[config.mk]
export PLATFORM = sky130hd
export DESIGN_NAME = calc_req_scheduler
export DESIGN_NICKNAME = d
export VERILOG_FILES = /design/src/rtl/calc_pkg.sv /design/src/rtl/calc_rr_arbiter.sv /design/src/rtl/calc_req_scheduler.sv
export SDC_FILE = /design/constraint.sdc
export NUM_CORES = 1
export LEC_CHECK = 0
export CORE_MARGIN = 2
export CORE_UTILIZATION = 40
export DETAILED_ROUTE_END_ITERATION = 12
export GPL_TIMING_DRIVEN = 0
export PLACE_DENSITY = 0.83
export SETUP_SLACK_MARGIN = 0.2
export SLEW_MARGIN = 20
export SYNTH_ARGS = -nofsm -noshare
export SYNTH_HDL_FRONTEND = slang
export SYNTH_SLANG_ARGS = --single-unit
export TNS_END_PERCENT = 20
[constraint.sdc]
create_clock -name Clk -period 2.15 [get_ports Clk]
set_input_delay 0.3225 -clock Clk [delete_from_list [all_inputs] [get_ports Clk]]
set_output_delay 0.3225 -clock Clk [all_outputs]
set_load 0.03 [all_outputs]
[src/rtl/calc_pkg.sv]
// Shared types and constants for the calculator request scheduler.
// The operand check is compiled in with the CALC_OPERAND_CHK_EN macro.
package calc_pkg;

    localparam int CALC_DW = 3;

    typedef enum logic [1:0] {
        ST_IDLE  = 2'd0,
        ST_ISSUE = 2'd1,
        ST_EXEC  = 2'd2,
        ST_RESP  = 2'd3
    } calc_state_e;

    localparam logic OPR_ARITH = 1'b0;
    localparam logic OPR_LOGIC = 1'b1;

    localparam logic [1:0] ARITH_ADD  = 2'b00;
    localparam logic [1:0] ARITH_SUB  = 2'b01;
    localparam logic [1:0] LOGIC_EQ   = 2'b00;
    localparam logic [1:0] LOGIC_GT   = 2'b01;
    localparam logic [1:0] LOGIC_LT   = 2'b10;
    localparam logic [1:0] LOGIC_RSVD = 2'b11;

    // True when the datapath would not produce a result for this request.
    function automatic logic calc_op_rejected(input logic dt2_lsb, input logic opr_sel,
                                              input logic [1:0] op);
        logic bad_op_s;
        if (opr_sel == OPR_ARITH) begin
            bad_op_s = op[1];
        end else begin
            bad_op_s = (op == LOGIC_RSVD);
        end
        return (dt2_lsb == 1'b0) || bad_op_s;
    endfunction

endpackage

[src/rtl/calc_rr_arbiter.sv]
// Round-robin arbiter: first request at or after the pointer wins, pointer
// moves past the winner only when the grant is actually taken.
module calc_rr_arbiter #(
    parameter int NUM_REQ = 4
) (
    input  logic                       Clk,
    input  logic                       Rst,
    input  logic [NUM_REQ-1:0]         req,
    input  logic                       upd_en,
    output logic [NUM_REQ-1:0]         gnt,
    output logic [$clog2(NUM_REQ)-1:0] gnt_idx,
    output logic                       gnt_any
);

    localparam int IW = $clog2(NUM_REQ);

    logic [IW-1:0] ptr_r;
    logic [IW-1:0] cand_s;

    // Wrapping search starting at the pointer.
    always_comb begin
        gnt_any = 1'b0;
        gnt_idx = '0;
        cand_s  = '0;
        for (int i = 0; i < NUM_REQ; i++) begin
            cand_s  = IW'((int'(ptr_r) + i) % NUM_REQ);
            gnt_idx = (!gnt_any && req[cand_s]) ? cand_s : gnt_idx;
            gnt_any = gnt_any | req[cand_s];
        end
        gnt = gnt_any ? ({{(NUM_REQ-1){1'b0}}, 1'b1} << gnt_idx) : '0;
    end

    // Pointer register.
    always_ff @(posedge Clk) begin
        if (Rst) begin
            ptr_r <= '0;
        end else if (upd_en && gnt_any) begin
            ptr_r <= IW'((int'(gnt_idx) + 1) % NUM_REQ);
        end else begin
            ptr_r <= ptr_r;
        end
    end

endmodule

[src/rtl/calc_req_scheduler.sv]
// Shares one calculator datapath between NUM_REQ requesters, one op in flight.
// CALC_OPERAND_CHK_EN enables rejection of requests the datapath cannot serve.
module calc_req_scheduler
    import calc_pkg::*;
#(
    parameter int NUM_REQ = 4,
    parameter int DW      = CALC_DW,
    parameter int ALU_LAT = 1
) (
    input  logic                       Clk,
    input  logic                       Rst,
    input  logic [NUM_REQ-1:0]         req_valid,
    output logic [NUM_REQ-1:0]         req_ready,
    input  logic [NUM_REQ*DW-1:0]      req_dt1,
    input  logic [NUM_REQ*DW-1:0]      req_dt2,
    input  logic [NUM_REQ-1:0]         req_opr_sel,
    input  logic [NUM_REQ*2-1:0]       req_op,
    output logic [DW-1:0]              alu_dt1,
    output logic [DW-1:0]              alu_dt2,
    output logic                       alu_opr_sel,
    output logic [1:0]                 alu_arith_op,
    output logic [1:0]                 alu_logic_op,
    input  logic [DW:0]                alu_out_a,
    input  logic                       alu_out_l,
    output logic                       rsp_valid,
    input  logic                       rsp_ready,
    output logic [$clog2(NUM_REQ)-1:0] rsp_id,
    output logic [DW:0]                rsp_data,
    output logic                       rsp_err
);

    localparam int IW = $clog2(NUM_REQ);
    localparam int CW = $clog2(ALU_LAT + 1);

    calc_state_e       state_r;
    calc_state_e       state_s;
    logic [CW-1:0]     cnt_r;
    logic [IW-1:0]     id_r;
    logic [NUM_REQ-1:0] gnt_s;
    logic [IW-1:0]     gnt_idx_s;
    logic              gnt_any_s;
    logic              grant_en_s;
    logic              reject_s;
    logic [DW-1:0]     g_dt1_s;
    logic [DW-1:0]     g_dt2_s;
    logic              g_sel_s;
    logic [1:0]        g_op_s;

    calc_rr_arbiter #(.NUM_REQ(NUM_REQ)) u_arb (
        .Clk     (Clk),
        .Rst     (Rst),
        .req     (req_valid),
        .upd_en  (grant_en_s),
        .gnt     (gnt_s),
        .gnt_idx (gnt_idx_s),
        .gnt_any (gnt_any_s)
    );

    // Grantee field selection and optional rejection.
    always_comb begin
        g_dt1_s = req_dt1[int'(gnt_idx_s)*DW +: DW];
        g_dt2_s = req_dt2[int'(gnt_idx_s)*DW +: DW];
        g_sel_s = req_opr_sel[gnt_idx_s];
        g_op_s  = req_op[int'(gnt_idx_s)*2 +: 2];
`ifdef CALC_OPERAND_CHK_EN
        reject_s = calc_op_rejected(g_dt2_s[0], g_sel_s, g_op_s);
`else
        reject_s = 1'b0;
`endif
    end

    // State register.
    always_ff @(posedge Clk) begin
        if (Rst) begin
            state_r <= ST_IDLE;
        end else begin
            state_r <= state_s;
        end
    end

    // Next-state logic.
    always_comb begin
        state_s = state_r;
        case (state_r)
            ST_IDLE: begin
                if (gnt_any_s) begin
                    state_s = reject_s ? ST_RESP : ST_ISSUE;
                end else begin
                    state_s = ST_IDLE;
                end
            end
            ST_ISSUE: state_s = ST_EXEC;
            ST_EXEC: begin
                if (cnt_r == '0) begin
                    state_s = ST_RESP;
                end else begin
                    state_s = ST_EXEC;
                end
            end
            ST_RESP: begin
                if (rsp_valid && rsp_ready) begin
                    state_s = ST_IDLE;
                end else begin
                    state_s = ST_RESP;
                end
            end
            default: state_s = ST_IDLE;
        endcase
    end

    // Accept pulse is same-cycle so a requester sees it while still presenting.
    always_comb begin
        grant_en_s = (state_r == ST_IDLE) && gnt_any_s && !Rst;
        req_ready  = grant_en_s ? gnt_s : '0;
    end

    // Datapath drive, latency counter and response registers.
    always_ff @(posedge Clk) begin
        if (Rst) begin
            cnt_r        <= '0;
            id_r         <= '0;
            alu_dt1      <= '0;
            alu_dt2      <= '0;
            alu_opr_sel  <= 1'b0;
            alu_arith_op <= 2'b00;
            alu_logic_op <= 2'b00;
            rsp_valid    <= 1'b0;
            rsp_id       <= '0;
            rsp_data     <= '0;
            rsp_err      <= 1'b0;
        end else begin
            case (state_r)
                ST_IDLE: begin
                    if (grant_en_s && reject_s) begin
                        rsp_valid <= 1'b1;
                        rsp_err   <= 1'b1;
                        rsp_data  <= '0;
                        rsp_id    <= gnt_idx_s;
                    end else if (grant_en_s) begin
                        id_r        <= gnt_idx_s;
                        alu_dt1     <= g_dt1_s;
                        alu_dt2     <= g_dt2_s;
                        alu_opr_sel <= g_sel_s;
                        if (g_sel_s == OPR_ARITH) begin
                            alu_arith_op <= g_op_s;
                        end else begin
                            alu_logic_op <= g_op_s;
                        end
                    end else begin
                        rsp_valid <= 1'b0;
                    end
                end
                ST_ISSUE: cnt_r <= CW'(ALU_LAT - 1);
                ST_EXEC: begin
                    if (cnt_r == '0) begin
                        rsp_valid <= 1'b1;
                        rsp_err   <= 1'b0;
                        rsp_id    <= id_r;
                        rsp_data  <= (alu_opr_sel == OPR_ARITH) ? alu_out_a
                                                                 : {{DW{1'b0}}, alu_out_l};
                    end else begin
                        cnt_r <= cnt_r - CW'(1);
                    end
                end
                ST_RESP: begin
                    if (rsp_ready) begin
                        rsp_valid <= 1'b0;
                    end else begin
                        rsp_valid <= 1'b1;
                    end
                end
                default: rsp_valid <= 1'b0;
            endcase
        end
    end

endmodule

---- After elaboration in Yosys (flattened, before gate mapping) ----
Index checks and enable logic that the tools add are counted.
cells by class
  $add $sub $neg .......................... 5
  $mul .................................... 1
  magnitude comparators ................... 5
  equal/unequal tests ..................... 5
  shift operators ......................... 4
  mux-type cells .......................... 27
  bitwise gates (word level) .............. 5
  reduce and logical (&&, ||, !) cells .... 19
operators by type and width
  cell                                                 number
  indexed part select 12 x 32 -> 3 bit                 1
  < comparator 2 x 3 -> 1 bit (second input constant)  5
  two-way mux 4 bit                                    3
  indexed part select 12 x 5 -> 3 bit                  1
  two-way mux 1 bit                                    11
  binary-select mux 1 bit (select 2 bit)               5
  two-way mux 2 bit                                    5
  AND reduction 3 bit                                  3
  one-hot mux 2 bit (4 select lines)                   1
  indexed part select 8 x 4 -> 2 bit                   1
  logical AND 1 bit                                    7
  adder 2 x 1 -> 2 bit (second input constant)         2
  adder 2 bit (second input constant)                  2
  == test 2 bit (second input constant)                2
  logical NOT 1 bit                                    4
  multiplier 2 x 2 -> 4 bit (second input constant)    1
  != test 2 bit (second input constant)                2
  AND reduction 2 bit                                  2
  left shift 1 x 2 -> 4 bit (first input constant)     1
  OR 1 bit                                             3
  one-hot mux 1 bit (3 select lines)                   1
  nonzero test 3 bit                                   1
  == test 2 x 1 -> 1 bit (second input constant)       1
  logical NOT 2 bit                                    1
  other kinds (4)                                      5
storage, ports and cells
  register bits ........................... 25
  input port bits ......................... 48
  output and inout port bits .............. 23
  logic and storage cells ................. 83

---- Logic depth before layout (Yosys ltp) ----
  depth in word-level cells ............... 12
  gate-level depth with buffers ........... 8
  mapped depth without buffers ............ 6

---- By module ----
Synthesis repeated with hierarchy kept, for this count alone.
unflattened totals
  cell total of the unflattened synthesis .. 142
  area, all modules ....................... 1325.0 sq um
modules (own cells, without submodules)
  module              times used  cells an instance  area each (sq um)  seq. area each (sq um)
  calc_req_scheduler  1           111                1106.1             440.4
  calc_rr_arbiter     1           31                 219.0              40.0

---- Least setup slack after synthesis ----
OpenSTA, ideal clock, no wires.
  path type ............................... flip-flop to flip-flop
  from .................................... reg u_arb.ptr_r[1]
  to ...................................... reg alu_dt1[1]
  setup time .............................. 0.068 ns
  data arrival time ....................... 2.149 ns
  required time ........................... 2.082 ns
  path slack .............................. -0.067 ns
  stages on the path, launching flop included .. 8
  path buffers ............................ 1
  period minus slack after synthesis ...... 2.217 ns
  path through ............................ dfxtp_1 > mux2i_1 > nor2_1 > a211o_1 > buf_2 > nor4_2 > a221oi_1 > nor2_1
on the way
  word-level cells in the longest chain between the ends .. 10
  elaborated cells on any way between the ends .. 29
  classes of those cells .................. 3 x add/sub; 1 x mul; 1 x shift; 12 x mux; 3 x bitwise; 9 x reduce/logical
RTL lines
  element                                                 RTL line                                      text
  from (decl)                                             calc_rr_arbiter.sv:17                         logic [IW-1:0] ptr_r;
  from (signal assigned)                                  calc_rr_arbiter.sv:38                         ptr_r <= IW'((int'(gnt_idx) + 1) % NUM_REQ);
  from (signal assigned)                                  calc_rr_arbiter.sv:40                         ptr_r <= ptr_r;
  adder 2 x 1 -> 2 bit                                    calc_rr_arbiter.sv:26                         cand_s = IW'((int'(ptr_r) + i) % NUM_REQ);
  binary-select mux 1 bit (select 2 bit)                  calc_rr_arbiter.sv:27, calc_rr_arbiter.sv:28
  two-way mux 1 bit (implied by the code)                 calc_rr_arbiter.sv:27, calc_rr_arbiter.sv:28
  OR 1 bit                                                calc_rr_arbiter.sv:28                         gnt_any = gnt_any | req[cand_s];
  logical NOT 1 bit or OR 1 bit (tied branches)           calc_rr_arbiter.sv:27, calc_rr_arbiter.sv:28
  logical AND 1 bit or logical NOT 1 bit (tied branches)  calc_rr_arbiter.sv:27                         gnt_idx = (!gnt_any && req[cand_s]) ? cand_s : gnt_idx;
  two-way mux 2 bit or logical AND 1 bit (tied branches)  calc_rr_arbiter.sv:27
  two-way mux 2 bit                                       calc_rr_arbiter.sv:27
  multiplier 2 x 2 -> 4 bit                               calc_req_scheduler.sv:61                      g_dt1_s = req_dt1[int'(gnt_idx_s)*DW +: DW];
  indexed part select 12 x 32 -> 3 bit                    calc_req_scheduler.sv:61
  to (signal assigned)                                    calc_req_scheduler.sv:141                     alu_dt1 <= g_dt1_s;
  to (decl)                                               calc_req_scheduler.sv:18                      output logic [DW-1:0] alu_dt1,
Several ways; a longest one is shown, not always the timed one. The select of a mux whose other input is x is not followed.
A chain may end at the register's enable or synchronous reset.

---- Worst setup path in the final report ----
  from .................................... reg u_arb.ptr_r[1]
  to ...................................... out req_ready[1]
on the way
  word-level cells in the longest chain between the ends .. 11
  elaborated cells on any way between the ends .. 29
  classes of those cells .................. 3 x add/sub; 1 x shift; 14 x mux; 3 x bitwise; 8 x reduce/logical
RTL lines
  element                                                 RTL line                                      text
  adder 2 x 1 -> 2 bit                                    calc_rr_arbiter.sv:26
  binary-select mux 1 bit (select 2 bit)                  calc_rr_arbiter.sv:27, calc_rr_arbiter.sv:28
  two-way mux 1 bit (implied by the code)                 calc_rr_arbiter.sv:27, calc_rr_arbiter.sv:28
  OR 1 bit                                                calc_rr_arbiter.sv:28
  logical NOT 1 bit or OR 1 bit (tied branches)           calc_rr_arbiter.sv:27, calc_rr_arbiter.sv:28
  logical AND 1 bit or logical NOT 1 bit (tied branches)  calc_rr_arbiter.sv:27
  two-way mux 2 bit or logical AND 1 bit (tied branches)  calc_rr_arbiter.sv:27
  two-way mux 2 bit                                       calc_rr_arbiter.sv:27
  left shift 1 x 2 -> 4 bit                               calc_rr_arbiter.sv:30                         gnt = gnt_any ? ({{(NUM_REQ-1){1'b0}}, 1'b1} << gnt_idx) : '0;
  two-way mux 4 bit                                       calc_rr_arbiter.sv:30
  two-way mux 4 bit (*)                                   calc_req_scheduler.sv:114                     req_ready = grant_en_s ? gnt_s : '0;
  to (decl)                                               calc_req_scheduler.sv:13                      output logic [NUM_REQ-1:0] req_ready,
Mark *: on every way between the ends. The rest lies on a longest branch, timed or not. The select of a mux whose other input is x is not followed.

==> results.ini <==
[timing]
relSlewSlack_pct = 58.2
setup_viol = 1
tns_ns = -0.0151
worst_hold_slack_ns = 0.411
rsz0062_at_grt = yes
tightest_slew_ns = 0.627
finalCritPeriodShare_pct = 101
slew_viol_final = 0
setup_ws_ns = -0.0151
worst_clock_skew_ns = 0.00376
finalHoldViolCount = 0
min_period_ns = 2.17
max_freq_ghz = 0.462

[clock_network]
cts_sinks = 24
clock_tree.buffer_depth = 2
cts_root_buffer = clkbuf_4
clkLatencyLatePin_ns = 0.32
cts_made_buffers = 3
cts_tree = yes
clk_pin_slew_ns = 0.14
cts_hold_buf = 0
htree_levels = 1

[yosys]
synth_area_um2 = 1420
syn_nets = 223
synth_cell_types = 41
synth_area_per_cell_um2 = 8.14
synthArstFlopShare_pct = 0
synth_seq_area_share_pct = 33.7
ys.flop_type = dfxtp_1
synth-seq-cells = 24
synthCells = 175
ys_warn_count = 0
synth-edff-count = 0

[drt]
wl_met2_mm = 2.63
final_antenna_net_count = 0
drtPass1Iterations = 4
wl_met3_um = 292
wl_per_cell_um = 16.9
top_layer_used = met4
wl_met1_mm = 2.22
drc = 0
first_iter_violations = 110
finalWirelength_mm = 5.26
vias = 1746
via_per_inst = 5.60

[critical_path]
worstPathRequired_ns = 1.83
cp_num_buf_inv = 2
worstPathMaxFanout = 7
critPathLaunchType = flip-flop
slowest_stage = dfxtp_4
cp_top_family = flip-flops
rr_worst_depth = 8
crit_end = req_ready[1]
worstSetupPathDepth = 6
crit_arrival_ns = 1.84
r2r_setup_slack_ns = 0.16
r2r-end = alu_arith_op[1]
crit_path_end_kind = primary output
critPathLaunch = u_arb.ptr_r[1]
reg2reg_from = u_arb.ptr_r[1]
path_cells = mux2i_2, nor2_2, a211o_1, buf_6, nor4_4, buf_4
slowest_delay_ns = 0.42
worstSetupPathType = flip-flop to primary output

[run]
cap_violations = 0

[floorplanning]
die_h_um = 63.7
rows = 21
start_util_pct = 42.0
chipWidth_um = 63.7
die-area_um2 = 4050
core_area_um2 = 3390
io_pins = 71

[finish]
antenna_cells = 0
fillCellCount = 238
syn_to_final_growth_pct = 79.3
fin_nets = 315
drive_gt1_share_pct = 26.7

[run_status]
run_status = finished, violations left
violations = setup timing

[grt]
grt_pass1_vias = 1723
grt_first_pass_wirelength_mm = 8.23
grt_max_degree = 15
antenna_found_initial = 0
groute.usage.overall_pct = 25.6
overflow = 0

[power_and_ir_drop]
p_leak_uw = 0.000976
max-vdd-ir-drop_mv = 0.420
power.total_uw = 1660
power_density_nw_per_um2 = 650

[placement]
io_buffers = 67
post-dp-hpwl_mm = 3.03
routabilityCongestion = 0.798

[worst_hold_path]
hp-class = input port to flip-flop

-- metrics by stage --
stage          std cells  instance area (um2)  util [%]  setup slack (ns)
2_1_floorplan        175                 1430         -            0.0220
3_3_place_gp         288                 2160      63.8             -1.19
3_5_place_dp         288                 2160      63.8             -1.21
4_1_cts              309                 2450      72.2            0.0968
5_1_grt              312                 2550      75.3           -0.0542
6_report             312                 2550      75.3           -0.0151
-- layer usage --
layer,track usage (%),vias to the layer above
li1,-,825
met3,4.46,15
met1,32.2,831
met5,0,-
met2,43.2,75
met4,10.6,0
-- cells in the final DEF, fill, tap and decap left out, types with 2 or more instances in the layout --
cell / instances
dfxtp_4: 2
a221oi_2: 4
nand2b_1: 4
nor2_4: 2
and2_1: 3
mux2i_1: 5
o211ai_1: 5
nor4_4: 2
a211oi_1: 5
o21ai_2: 2
a21boi_0: 2
a21oi_1: 12
nor3_1: 3
clkbuf_1: 4
dfxtp_1: 21
buf_6: 5
a211o_1: 3
nand2_1: 15
nand3_1: 10
nor2_1: 19
clkdlybuf4s50_1: 60
buf_4: 23
nor3b_1: 3
or3b_1: 4
clkbuf_4: 3
a21oi_2: 3
mux2_4: 4
o21ai_0: 9
-- cell type report --
type                            count  area (um2)  share of cell area, %
Multi-Input combinational cell    140        1040                   40.6
Inverter                            1        3.75                  0.147
Sequential cell                    24         489                   19.2
Timing Repair Buffer               88         833                   32.6
Clock buffer                        3        22.5                  0.882
Clock inverter                      1        30.0                   1.18
Tap cell                           46        57.6                   2.25
Buffer                              9        81.3                   3.18
-- worst min-delay path by stage --
stage                     cells after the start       to  slack, ns    startpoint
after detailed placement                      2  id_r[1]       0.45       id_r[1]
after global routing                          3  id_r[0]       0.42  req_valid[0]
after CTS                                     3  id_r[0]       0.37  req_valid[0]
after floorplan                               2  id_r[0]       0.44       id_r[0]
after global placement                        2  id_r[1]       0.45       id_r[1]
final                                         3  id_r[0]       0.41  req_valid[0]
-- worst min-delay path, cell delays in order --
cell	delay (ns)
buf_6	0.13
a2111o_2	0.19
a21oi_1	0.06
-- cells in the mapped netlist, types with 2 or more instances --
cell type | count | area (um2)
and2_1 | 3 | 18.8
clkbuf_1 | 6 | 22.5
a221oi_1 | 4 | 35.0
nor3_1 | 3 | 15.0
a21boi_0 | 2 | 15.0
o21ai_0 | 11 | 55.1
nor2b_1 | 2 | 12.5
mux2i_1 | 6 | 60.1
or3b_1 | 4 | 35.0
nor3b_1 | 3 | 22.5
nand2b_1 | 4 | 25.0
nand3_1 | 10 | 50.1
nand2_1 | 15 | 56.3
mux2_2 | 5 | 56.3
nor2_1 | 21 | 78.8
a211o_1 | 3 | 26.3
dfxtp_1 | 24 | 480
o211ai_1 | 5 | 37.5
buf_6 | 2 | 22.5
a21oi_1 | 16 | 80.1
a211oi_1 | 6 | 45.0
-- where the power goes --
group          internal [uW]  leakage (uW)  switching, uW
logic                    394      0.000750            390
registers                495      0.000198           43.5
clock network            189     0.0000279            147
-- registers in the layout, summed over array words and instances (netlist names) --
name and count:
alu_arith_op 2, alu_dt1 3, alu_opr_sel 1, rsp_valid 1, state_r 2, rsp_data 4, alu_logic_op 2, rsp_id 2
id_r 2, u_arb.ptr_r 2, alu_dt2 3
-- kinds of logic after synthesis --
logic type	after synthesis	synth area share (%)
AND/OR/NAND/NOR	73	27.4
AO/OA/AOI/OAI	54	25.5
flip-flops	24	33.7
multiplexers	11	8.17
buffers and inverters	11	4.31
XOR/XNOR	1	0.615
other	1	0.263
-- timing repair --
action,in CTS,in global routing
buffers inserted,18,3
pin swaps,12,6
endpoints found under the hold margin,0,0
setup endpoints to repair,15,15
resized for setup,59,19
(Power assumes the default switching activity.)
